--- src/rtl/rf_write_arbiter_if.sv ---
// Register-file write arbiter bus: the two producer request channels, the
// arbitrated register-file write port and the pending-write mask.
interface rf_write_arbiter_if;
    logic        a_valid;
    logic [4:0]  a_addr;
    logic [31:0] a_data;
    logic        a_ready;
    logic        b_valid;
    logic [4:0]  b_addr;
    logic [31:0] b_data;
    logic        b_ready;
    logic        rf_we;
    logic [4:0]  rf_waddr;
    logic [31:0] rf_wdata;
    logic        rf_src;
    logic [31:0] busy_mask;

    modport master (
        output a_valid, a_addr, a_data, b_valid, b_addr, b_data,
        input  a_ready, b_ready, rf_we, rf_waddr, rf_wdata, rf_src, busy_mask
    );

    modport slave (
        input  a_valid, a_addr, a_data, b_valid, b_addr, b_data,
        output a_ready, b_ready, rf_we, rf_waddr, rf_wdata, rf_src, busy_mask
    );
endinterface

--- src/rtl/rf_write_arbiter.sv ---
// Shares one register-file write port between the pipeline (A) and a buffered
// long-latency unit (B). RF_ARB_STARVE_GUARD_EN enables the B anti-starvation guard.
module rf_write_arbiter #(
    parameter int FIFO_DEPTH   = 2,
    parameter int STARVE_LIMIT = 4
) (
    input logic               clk,
    input logic               rst,
    rf_write_arbiter_if.slave arb
);
    localparam int AW = (FIFO_DEPTH > 1) ? $clog2(FIFO_DEPTH) : 1;
    localparam int CW = $clog2(FIFO_DEPTH + 1);

    if (FIFO_DEPTH < 2 || (FIFO_DEPTH & (FIFO_DEPTH - 1)) != 0) begin : g_bad_depth
        $error("FIFO_DEPTH must be a power of 2 and >= 2");
    end
    if (STARVE_LIMIT < 1) begin : g_bad_limit
        $error("STARVE_LIMIT must be >= 1");
    end

    logic [4:0]            addr_q [FIFO_DEPTH];
    logic [31:0]           data_q [FIFO_DEPTH];
    logic [FIFO_DEPTH-1:0] vld_q;
    logic [AW-1:0]         wr_ptr_q, wr_ptr_d, rd_ptr_q, rd_ptr_d;
    logic [CW-1:0]         cnt_q, cnt_d;

    logic        rf_we_q, rf_we_d, rf_src_q, rf_src_d;
    logic [4:0]  rf_waddr_q, rf_waddr_d;
    logic [31:0] rf_wdata_q, rf_wdata_d;
    logic [31:0] busy;

    logic empty, full, push, pop, force_b, grant_a, grant_b;

    assign empty = (cnt_q == '0);
    assign full  = (cnt_q == CW'(FIFO_DEPTH));

`ifdef RF_ARB_STARVE_GUARD_EN
    localparam int SW = $clog2(STARVE_LIMIT + 1);
    logic [SW-1:0] scnt_q, scnt_d;

    // Counts A grants that overtook a waiting B entry; saturates at the limit.
    assign force_b = (scnt_q == SW'(STARVE_LIMIT)) && !empty;

    always_comb begin
        scnt_d = scnt_q;
        if (grant_b || empty)
            scnt_d = '0;
        else if (grant_a && scnt_q != SW'(STARVE_LIMIT))
            scnt_d = scnt_q + 1'b1;
    end

    always_ff @(posedge clk or negedge rst) begin
        if (!rst) scnt_q <= '0;
        else      scnt_q <= scnt_d;
    end
`else
    assign force_b = 1'b0;
`endif

    assign arb.a_ready = rst && !force_b;
    assign arb.b_ready = rst && !full;

    assign grant_a = arb.a_valid && arb.a_ready;
    assign grant_b = rst && !grant_a && !empty;
    assign push    = arb.b_valid && arb.b_ready;
    assign pop     = grant_b;

    always_comb begin
        wr_ptr_d   = push ? wr_ptr_q + 1'b1 : wr_ptr_q;
        rd_ptr_d   = pop  ? rd_ptr_q + 1'b1 : rd_ptr_q;
        cnt_d      = cnt_q + CW'(push) - CW'(pop);
        rf_we_d    = 1'b0;
        rf_waddr_d = rf_waddr_q;
        rf_wdata_d = rf_wdata_q;
        rf_src_d   = rf_src_q;
        if (grant_a) begin
            rf_we_d    = (arb.a_addr != 5'd0);
            rf_waddr_d = arb.a_addr;
            rf_wdata_d = arb.a_data;
            rf_src_d   = 1'b0;
        end else if (grant_b) begin
            rf_we_d    = (addr_q[rd_ptr_q] != 5'd0);
            rf_waddr_d = addr_q[rd_ptr_q];
            rf_wdata_d = data_q[rd_ptr_q];
            rf_src_d   = 1'b1;
        end
    end

    // Push and pop never alias: a push needs a free slot, a pop needs a filled one.
    always_ff @(posedge clk or negedge rst) begin
        if (!rst) begin
            for (int i = 0; i < FIFO_DEPTH; i++) begin
                addr_q[i] <= '0;
                data_q[i] <= '0;
            end
            vld_q    <= '0;
            wr_ptr_q <= '0;
            rd_ptr_q <= '0;
            cnt_q    <= '0;
        end else begin
            if (push) begin
                addr_q[wr_ptr_q] <= arb.b_addr;
                data_q[wr_ptr_q] <= arb.b_data;
                vld_q[wr_ptr_q]  <= 1'b1;
            end
            if (pop)
                vld_q[rd_ptr_q] <= 1'b0;
            wr_ptr_q <= wr_ptr_d;
            rd_ptr_q <= rd_ptr_d;
            cnt_q    <= cnt_d;
        end
    end

    always_ff @(posedge clk or negedge rst) begin
        if (!rst) begin
            rf_we_q    <= 1'b0;
            rf_waddr_q <= '0;
            rf_wdata_q <= '0;
            rf_src_q   <= 1'b0;
        end else begin
            rf_we_q    <= rf_we_d;
            rf_waddr_q <= rf_waddr_d;
            rf_wdata_q <= rf_wdata_d;
            rf_src_q   <= rf_src_d;
        end
    end

    // r0 is never a hazard, so queued r0 writes do not mark it busy.
    always_comb begin
        busy = '0;
        for (int i = 0; i < FIFO_DEPTH; i++)
            if (vld_q[i] && addr_q[i] != 5'd0)
                busy[addr_q[i]] = 1'b1;
    end

    assign arb.busy_mask = busy;
    assign arb.rf_we     = rf_we_q;
    assign arb.rf_waddr  = rf_waddr_q;
    assign arb.rf_wdata  = rf_wdata_q;
    assign arb.rf_src    = rf_src_q;
endmodule

--- src/flat_wrapper.sv ---
// flat-port wrapper written by rule: the top's interface ports become plain ports
module rf_write_arbiter_flat 
#(
    parameter int FIFO_DEPTH   = 2,
    parameter int STARVE_LIMIT = 4
)
  (clk, rst, arb_a_valid, arb_a_addr, arb_a_data, arb_b_valid, arb_b_addr, arb_b_data, arb_a_ready, arb_b_ready, arb_rf_we, arb_rf_waddr, arb_rf_wdata, arb_rf_src, arb_busy_mask);
  rf_write_arbiter_if arb_i ();
  input logic clk;
  input logic rst;
  input wire logic [$bits(arb_i.a_valid)-1:0] arb_a_valid;
  input wire logic [$bits(arb_i.a_addr)-1:0] arb_a_addr;
  input wire logic [$bits(arb_i.a_data)-1:0] arb_a_data;
  input wire logic [$bits(arb_i.b_valid)-1:0] arb_b_valid;
  input wire logic [$bits(arb_i.b_addr)-1:0] arb_b_addr;
  input wire logic [$bits(arb_i.b_data)-1:0] arb_b_data;
  output wire logic [$bits(arb_i.a_ready)-1:0] arb_a_ready;
  output wire logic [$bits(arb_i.b_ready)-1:0] arb_b_ready;
  output wire logic [$bits(arb_i.rf_we)-1:0] arb_rf_we;
  output wire logic [$bits(arb_i.rf_waddr)-1:0] arb_rf_waddr;
  output wire logic [$bits(arb_i.rf_wdata)-1:0] arb_rf_wdata;
  output wire logic [$bits(arb_i.rf_src)-1:0] arb_rf_src;
  output wire logic [$bits(arb_i.busy_mask)-1:0] arb_busy_mask;
  assign arb_i.a_valid = arb_a_valid;
  assign arb_i.a_addr = arb_a_addr;
  assign arb_i.a_data = arb_a_data;
  assign arb_i.b_valid = arb_b_valid;
  assign arb_i.b_addr = arb_b_addr;
  assign arb_i.b_data = arb_b_data;
  assign arb_a_ready = arb_i.a_ready;
  assign arb_b_ready = arb_i.b_ready;
  assign arb_rf_we = arb_i.rf_we;
  assign arb_rf_waddr = arb_i.rf_waddr;
  assign arb_rf_wdata = arb_i.rf_wdata;
  assign arb_rf_src = arb_i.rf_src;
  assign arb_busy_mask = arb_i.busy_mask;
  rf_write_arbiter #(.FIFO_DEPTH(FIFO_DEPTH), .STARVE_LIMIT(STARVE_LIMIT)) u_core (.clk(clk), .rst(rst), .arb(arb_i));
endmodule
--- config.mk ---
export PLATFORM = sky130hd
export DESIGN_NAME = rf_write_arbiter_flat
export DESIGN_NICKNAME = d
export VERILOG_FILES = /design/src/rtl/rf_write_arbiter_if.sv /design/src/rtl/rf_write_arbiter.sv /design/src/flat_wrapper.sv
export SDC_FILE = /design/constraint.sdc
export NUM_CORES = 1
export LEC_CHECK = 0
export CAP_MARGIN = 10
export CORE_ASPECT_RATIO = 1.75
export CORE_MARGIN = 1.5
export CORE_UTILIZATION = 40
export CTS_BUF_LIST = sky130_fd_sc_hd__clkbuf_8
export DETAILED_ROUTE_END_ITERATION = 10
export MAX_ROUTING_LAYER = met4
export PLACE_DENSITY_LB_ADDON = 0.3
export SLEW_MARGIN = 20
export SYNTH_ARGS = -nofsm -noshare
export SYNTH_HDL_FRONTEND = slang
export SYNTH_SLANG_ARGS = --single-unit
--- constraint.sdc ---
create_clock -name clk -period 1.7 [get_ports clk]
set_input_delay 0.17 -clock clk [delete_from_list [all_inputs] [get_ports clk]]
set_output_delay 0.17 -clock clk [all_outputs]
set_load 0.02 [all_outputs]
Yosys cells after proc, flatten, opt, wreduce, memory -nomap -nowiden

Cells that the tools add are included.

Register bits: 119
Word-level logic and storage cells: 87
Output and inout port bits: 73

Eq/ne operators: 1
Mux-type cells: 32
Magnitude comparators: 11
Bitwise logic cells: 6
Reductions and logical operators: 21
Add/sub/neg operators: 4

Operator list:

| operator                                                                            | number |
|---|---|
| 32-bit two-way mux                                                                  | 8 |
| 64-bit bitwise mux                                                                  | 1 |
| 32-bit demux with 1-bit select                                                      | 1 |
| 32-bit bitwise OR                                                                   | 1 |
| 5-bit two-way mux                                                                   | 6 |
| 5-bit nonzero test                                                                  | 4 |
| 1-bit logical AND                                                                   | 12 |
| 5-bit by 6-bit < comparator with 1-bit output, second input constant                | 2 |
| 10-bit bitwise mux                                                                  | 1 |
| 1-bit demux with 5-bit select                                                       | 2 |
| 5-bit by 1-bit greater-or-equal comparator with 1-bit output, second input constant | 2 |
| 1-bit two-way mux                                                                   | 8 |
| 5-bit demux with 1-bit select                                                       | 1 |
| 2-bit greater-or-equal comparator, second input constant                            | 2 |
| 1-bit by 2-bit < comparator with 1-bit output, second input constant                | 2 |
| 2-bit two-way mux                                                                   | 2 |
| 1-bit NOT with 2-bit output                                                         | 2 |
| 1-bit zero test                                                                     | 3 |
| 1-bit adder, second input constant                                                  | 2 |
| 2-bit by 1-bit adder with 2-bit output                                              | 1 |
| 2-bit bitwise AND                                                                   | 1 |
| 1-bit demux with 1-bit select                                                       | 2 |
| 2-bit equality test, second input constant                                          | 1 |
| 1-bit greater-or-equal comparator, second input constant                            | 2 |
| other kinds (6)                                                                     | 6 |

Longest topological paths before layout

Gate-level depths: netlist (run 1).

Depth in word-level cells: 8
Mapped depth: 7
Gate-level depth less buffers: 7

Least setup slack after synthesis (run 1)

OpenSTA, ideal clock, no wires.

Path type: register to output
Start point: reg u_core.addr_q[2] (netlist name)
End point: out arb_busy_mask[1]
Required time: 1530 ps
Setup slack: -115 ps
Path buffers: 1
Stages on the path, launching flop included: 4
Arrival time: 1645 ps
Cell sequence: dfrtp_1 > clkbuf_1 > or4_4 > o32ai_1

Longest elaborated chain between the ends: 6

RTL lines:

| element                                                                                                                                                    | RTL line                | source |
|---|---|---|
| start: declaration                                                                                                                                         | rf_write_arbiter.sv:21  | `logic [4:0] addr_q [FIFO_DEPTH];` |
| start signal: indexed assignment                                                                                                                           | rf_write_arbiter.sv:102 | `addr_q[wr_ptr_q] <= arb.b_addr;` |
| 5-bit by 6-bit < comparator with 1-bit output (not written as such) / 5-bit by 1-bit greater-or-equal comparator with 1-bit output (equally long branches) | rf_write_arbiter.sv:133 | `busy[addr_q[i]] = 1'b1;` |
| 1-bit logical AND (not written as such)                                                                                                                    | rf_write_arbiter.sv:133 |  |
| 1-bit two-way mux (not written as such)                                                                                                                    | rf_write_arbiter.sv:133 |  |
| 1-bit demux with 5-bit select                                                                                                                              | --                      |  |
| 32-bit bitwise OR (no line)                                                                                                                                | --                      |  |
| 32-bit two-way mux *                                                                                                                                       | rf_write_arbiter.sv:132 | `if (vld_q[i] && addr_q[i] != 5'd0)` |
| end: declaration                                                                                                                                           | flat_wrapper.sv:23      | `output wire logic [$bits(arb_i.busy_mask)-1:0] arb_busy_mask;` |

Mark *: on every way between the ends. The rest lies on a longest branch, timed or not.

Worst setup path after layout (run 1)

Start point: reg u_core.addr_q[0] (netlist name)
End point: out arb_busy_mask[1]

The elaborated chain is that of the path after synthesis.

==> flow_summary_export.csv, run 1 <==
group,metric,value,unit
outcome,status,"finished, violations left",
outcome,violations,"negative setup slack",
place,placed_cell_area,7830,um^2
floorplanning,die_h,164,um
timing,timing.hold.ws,0.0132,ns
synth,ys_warn_count,0,
critical_path,cpMaxStageDelayCell,"or4_4",
floorplanning,die_w,94.8,um
cts,root_buffer,"clkbuf_8",
finish,fin_cells,865,
timing,setup_viol,31,
finish,nets,751,
floorplanning,initial_core_util,41.1,%
finish,multi_input_area,2990,um^2
timing,worst_pin_slew,0.802,ns
place,post-place-ws,-0.267,ns
timing,setup_tns,-4.41,ns
synth,netlist-cell-type-count,45,
grt,track_usage,21.4,%
cts,cts-htree-levels,4,
cts,numCtsBuffers,17,
synth,syn_area,5900,um^2
timing,min_period,1.98,ns
grt,grt_pass1_vias,4803,
cts,cts_tree,"done",
finish,fin_util,61.3,%
grt,antenna_found_initial,1,
critical_path,critPathBufInv,2,
detailed_routing,detail_route.vias_per_cell,5.28,
critical_path,critPathTopFamily,"simple AND/OR/NAND/NOR gates",
floorplanning,io-pin-count,151,
timing,rsz0062_at_grt,"yes",
cts,clock_latency,0.43,ns
power_and_ir_drop,total_power,16.2,mW
floorplanning,rows,58,
timing,fin_skew,0.0131,ns
critical_path,critPathMaxStageDelay,0.57,ns
power_and_ir_drop,vdd_ir_drop_max,783,uV
place,place_inst,805,
timing,fin_ws,-0.281,ns
detailed_routing,wl_per_cell,18.9,um
critical_path,start_kind,"flip-flop",
grt,grt_remaining_overflow,0,
grt,grt_max_degree,63,
detailed_routing,detail-route-antenna-nets,0,
detailed_routing,wl,16.4,mm
critical_path,critPathMaxFanout,4,
critical_path,criticalPathCategory,"flip-flop to output port",
timing,hold_violations,0,
cts,clk_pin_slew,0.08,ns
place,placement.io_buffers,149,
critical_path,crit_required,1.53,ns
floorplanning,die_area,15500,um^2
min_path,min_path_type,"input pin to asynchronous set/reset pin",
place,hpwl,11.1,mm
detailed_routing,drc_errors,0,
finish,num-fill-cells,1126,
critical_path,cp-end-kind,"output port",
timing,final_max_slew_viol_count,0,
timing,max_freq,505,MHz
finish,syn_to_final_growth,49.2,%
finish,layout-drive-gt1-share,42.1,%
floorplanning,core-area,14400,um^2
synth,syn_inst,471,
synth,synth.net_count,551,
finish,final_common_cell,"dfrtp_1",
detailed_routing,via_count,4566,
synth,yosysSeqAreaShare,50.5,%
critical_path,crit_arrival,1.81,ns
cts,cts_sinks,119,
detailed_routing,firstDrtPassIters,4,
cts,clock_path_buffers,2,
job,max_cap_violations,0,
synth,ys.flop_type,"dfrtp_1",
power_and_ir_drop,p_leak,3.93,nW
power_and_ir_drop,powerDensity,1840,nW/um^2
synth,synth_edf_count,0,
synth,synth-async-reset-ratio,100,%
synth,ys_ff_latch,119,
finish,layout_common_cells,"dfrtp_1 (117), clkdlybuf4s50_1 (116), mux2_2 (72), buf_4 (49)",
critical_path,crit_chain,"inv_2, or4_4, o32ai_2, buf_4",
timing,post-route-period-util,117,%
place,gp_congestion,0.877,
timing,maxSlewHeadroom,46.5,%
finish,final-seq-area,2980,um^2
synth,syn-mean-instance-area,12.5,um^2
detailed_routing,dr.first_iter.drc_count,134,
grt,grt_pass1_wl,24.5,mm
finish,fin_area,8800,um^2
## what timing repair did
item / CTS / global route
setup endpoints to repair: 32 / 33
endpoints found under the hold margin: 12 / 0
gates resized for setup: 207 / 48
hold buffers: 2 / 0
pin swaps: 9 / 14
buffers inserted: 13 / 12
## path summary, 6_finish.rpt
path,slack (ns),start,depth (start not counted),endpoint
setup / recovery,-0.28,u_core.addr_q[0],4,arb_busy_mask[1]
hold / removal,0.01,rst,2,u_core.data_q[30]
setup reg to reg,0.10,u_core.cnt_q[1],5,u_core.data_q[34]
hold reg to reg,0.49,u_core.arb.rf_wdata[11],2,u_core.arb.rf_wdata[11]
max in group asynchronous,0.94,rst,3,u_core.arb.rf_wdata[29]
min in group clk,0.22,rst,3,u_core.wr_ptr_q
## cell families after synthesis
logic type      synth area share, %
compound gates                 7.70
xor+xnor                      0.594
fa+ha+maj                     0.424
buf+inv                        3.90
flops                          50.5
mux                            29.7
other cells                  0.0635
simple gates                   7.19
## routing by layer
| metal | track usage, % | part of all wire [%] | wire length, um |
|---|---|---|---|
| met1 | 22.6 | 38 | 6280 |
| met2 | 38.2 | 56 | 9220 |
| met3 | 3.24 | 2.9 | 479 |
| met4 | 9.97 | 2.4 | 391 |
| met5 | - | 0 | 0 |
## cells in the mapped netlist, types with 2 or more instances
| cell type | number | area [um^2] |
|---|---|---|
| buf_4 | 4 | 30.0 |
| buf_2 | 10 | 50.1 |
| nor2_1 | 5 | 18.8 |
| ha_1 | 2 | 25.0 |
| o21ai_1 | 6 | 30.0 |
| clkbuf_1 | 14 | 52.6 |
| o32ai_1 | 2 | 17.5 |
| mux2_4 | 38 | 571 |
| nand3_1 | 6 | 30.0 |
| mux2_2 | 72 | 811 |
| buf_6 | 4 | 45.0 |
| or3b_2 | 3 | 26.3 |
| mux2i_1 | 37 | 370 |
| xor2_1 | 2 | 17.5 |
| xnor2_1 | 2 | 17.5 |
| nand3b_1 | 5 | 37.5 |
| nand2b_1 | 2 | 12.5 |
| buf_8 | 2 | 30.0 |
| o21ai_0 | 31 | 155 |
| nand2_1 | 44 | 165 |
| inv_1 | 6 | 22.5 |
| o22ai_1 | 30 | 188 |
| nor2b_1 | 3 | 18.8 |
| nand4_1 | 2 | 12.5 |
| dfrtp_1 | 119 | 2980 |
## flip-flops by register name, indices dropped and copies added, names as in the netlist
name / cells
u_core.addr_q: 10
u_core.arb.rf_src: 1
u_core.arb.rf_waddr: 5
u_core.arb.rf_wdata: 32
u_core.arb.rf_we: 1
u_core.cnt_q: 2
u_core.data_q: 64
u_core.rd_ptr_q: 1
u_core.vld_q: 2
u_core.wr_ptr_q: 1
## worst reg2reg max path, stage by stage (launching register included)
cell      delay (ns)
dfrtp_1         0.38
buf_4           0.16
nand2b_2        0.09
and4b_4         0.31
buf_12          0.18
mux2_2          0.37
## final cells by class
cell class	count	area share, %
inverter	6	0.256
clock buffer	18	2.81
timing repair buffer	215	24.6
sequential	119	33.9
multi-input combinational	312	33.9
clock inverter	14	1.99
tap	180	2.56
antenna	1	0.0284
## power by group
group | internal, mW | switching (mW)
clock network | 1.50 | 1.23
registers | 4.23 | 0.860
logic | 4.61 | 3.74
Power figures use the tool's default switching activity.
==> run 2: changes to the inputs <==
--- a/config.mk
+++ b/config.mk
@@ -10,10 +10,11 @@
 export CORE_MARGIN = 1.5
 export CORE_UTILIZATION = 40
 export CTS_BUF_LIST = sky130_fd_sc_hd__clkbuf_8
+export CTS_CLUSTER_DIAMETER = 150
 export DETAILED_ROUTE_END_ITERATION = 10
 export MAX_ROUTING_LAYER = met4
 export PLACE_DENSITY_LB_ADDON = 0.3
-export SLEW_MARGIN = 20
+export SLEW_MARGIN = 30
 export SYNTH_ARGS = -nofsm -noshare
 export SYNTH_HDL_FRONTEND = slang
 export SYNTH_SLANG_ARGS = --single-unit
==> results of run 2 <==
Same layout as run 1: the final DEF is identical, and so are final timing and power.
==> run 3: changes to the inputs <==
--- a/config.mk
+++ b/config.mk
@@ -8,12 +8,12 @@
 export CAP_MARGIN = 10
 export CORE_ASPECT_RATIO = 1.75
 export CORE_MARGIN = 1.5
-export CORE_UTILIZATION = 40
+export CORE_UTILIZATION = 46
 export CTS_BUF_LIST = sky130_fd_sc_hd__clkbuf_8
 export CTS_CLUSTER_DIAMETER = 150
 export DETAILED_ROUTE_END_ITERATION = 10
 export MAX_ROUTING_LAYER = met4
-export PLACE_DENSITY_LB_ADDON = 0.3
+export PLACE_DENSITY = 0.76
 export SLEW_MARGIN = 30
 export SYNTH_ARGS = -nofsm -noshare
 export SYNTH_HDL_FRONTEND = slang
==> flow_summary_export.csv, run 3 (synthesis gave the netlist of run 1 again) <==
group,metric,value,unit
min_path,min_path_type,"input pin to asynchronous set/reset pin",
detailed_routing,detail-route-antenna-nets,0,
detailed_routing,wl_per_cell,22.7,um
cts,cts_sinks,119,
floorplanning,io-pin-count,151,
finish,layout-drive-gt1-share,44.2,%
timing,maxSlewHeadroom,46.2,%
place,placement.io_buffers,149,
critical_path,critPathMaxFanout,4,
cts,cts-htree-levels,4,
outcome,status,"finished, violations left",
power_and_ir_drop,p_int,10.4,mW
cts,clock_path_buffers,2,
detailed_routing,drc_errors,0,
detailed_routing,dr.first_iter.drc_count,289,
power_and_ir_drop,powerDensity,1890,nW/um^2
power_and_ir_drop,p_switching,6.51,mW
timing,fin_skew,0.0192,ns
place,gp_congestion,0.892,
timing,min_period,2.09,ns
finish,diodes,0,
outcome,violations,"negative setup slack",
timing,setup_viol,31,
critical_path,crit_required,1.53,ns
power_and_ir_drop,comb_power_share,53.7,%
grt,grt_pass1_vias,5196,
power_and_ir_drop,p_seq_share,30.9,%
power_and_ir_drop,p_sw_share,38.6,%
floorplanning,die_h,153,um
place,hpwl,10.8,mm
floorplanning,die_area,13500,um^2
timing,final_max_slew_viol_count,0,
grt,antenna_found_initial,0,
critical_path,crit_arrival,1.92,ns
finish,nets,755,
power_and_ir_drop,power_frac_clock,15.5,%
grt,grt_max_degree,64,
finish,fin_util,71.5,%
place,post-place-ws,-0.264,ns
power_and_ir_drop,p_leak,3.97,nW
cts,clock_latency,0.44,ns
timing,fin_ws,-0.389,ns
finish,regMostFlops,"u_core.data_q",
critical_path,start_kind,"flip-flop",
critical_path,cp-end-kind,"output port",
timing,hold_violations,0,
cts,cts_tree,"done",
cts,numCtsBuffers,17,
timing,setup_tns,-7.41,ns
grt,grt_remaining_overflow,0,
finish,largest_reg_flops,64,
floorplanning,die_w,88.6,um
timing,worst_pin_slew,0.807,ns
timing,rsz0062_at_grt,"yes",
timing,post-route-period-util,123,%
power_and_ir_drop,vdd_ir_drop_max,912,uV
detailed_routing,via_count,4920,
grt,grt_pass1_wl,26.1,mm
power_and_ir_drop,total_power,16.9,mW
critical_path,criticalPathCategory,"flip-flop to output port",
detailed_routing,firstDrtPassIters,5,
finish,final_common_cell,"clkdlybuf4s50_1",
finish,layout_common_cells,"clkdlybuf4s50_1 (115), dfrtp_1 (114), mux2_2 (72), buf_6 (47), buf_4 (44)",
floorplanning,rows,54,
floorplanning,core-area,12500,um^2
floorplanning,initial_core_util,47.2,%
detailed_routing,wl,19.4,mm
finish,syn_to_final_growth,51.5,%
grt,track_usage,26.0,%
cts,clk_pin_slew,0.08,ns
timing,max_freq,479,MHz
detailed_routing,detail_route.vias_per_cell,5.75,
cts,root_buffer,"clkbuf_8",
job,max_cap_violations,0,
==> run 3: per-stage QoR <==
step | instances | hold WS, ns | instance area [um^2]
2_1_floorplan | 471 | -0.126 | 5910
3_3_place_gp | 797 | 0.000224 | 7830
3_5_place_dp | 797 | -0.000936 | 7830
4_1_cts | 844 | 0.0159 | 8520
5_1_grt | 856 | 0.0717 | 8940
6_report | 856 | 0.00912 | 8940
==> run 3: timing repair <==
action / in CTS / in global routing
hold buffers: 2 / 0
setup buffers: 13 / 12
endpoints found under the hold margin: 13 / 0
setup endpoints to repair: 32 / 34
pin swaps: 10 / 16
resized for setup: 217 / 68
==> run 3: cell type report <==
| cell class | count | area, um^2 |
|---|---|---|
| timing repair buffer | 219 | 2230 |
| multi-input combinational | 312 | 3100 |
| clock inverter | 14 | 150 |
| tap | 168 | 210 |
| inverter | 6 | 22.5 |
| sequential | 119 | 2980 |
| fill | 752 | 3560 |
| clock buffer | 18 | 248 |
==> run 3: power by group through the flow <==
| stage | combinational, mW | sequential [mW] | clock, mW |
|---|---|---|---|
| 2_1_floorplan | 4.01 | 5.41 | 0 |
| 3_3_place_gp | 7.02 | 4.99 | 0 |
| 3_5_place_dp | 7.20 | 5.10 | 0 |
| 4_1_cts | 7.75 | 5.08 | 2.63 |
| 5_1_grt | 9.53 | 5.33 | 2.79 |
| 6_report | 9.06 | 5.21 | 2.61 |
==> run 3: worst max-delay path, stage by stage (launching register included) <==
cell and delay, ns:
dfrtp_1 0.36, inv_2 0.06, or4_4 0.62, o32ai_4 0.28, buf_6 0.17
==> run 3: final timing paths <==
| check | from | endpoint | slack, ns | cells after the start |
|---|---|---|---|---|
| max | u_core.vld_q[1] | arb_busy_mask[1] | -0.39 | 4 |
| max reg2reg | u_core.cnt_q[1] | u_core.arb.rf_wdata[18] | 0.11 | 4 |
| max in group asynchronous | rst | u_core.data_q[29] | 0.90 | 3 |
| min in group clk | rst | u_core.wr_ptr_q | 0.23 | 3 |
| min reg2reg | u_core.arb.rf_wdata[26] | u_core.arb.rf_wdata[26] | 0.49 | 2 |
| min | rst | u_core.data_q[55] | 0.009 | 2 |
==> run 3: metal layers <==
layer | up-vias | wire length, um | GRT usage [%] | part of all wire [%]
met5 | - | 0 | - | 0
met4 | 0 | 618 | 14.2 | 3.2
met3 | 54 | 1290 | 7.18 | 6.7
met2 | 283 | 10600 | 44.1 | 55
met1 | 2469 | 6910 | 26.1 | 36
li1 | 2114 | - | - | -
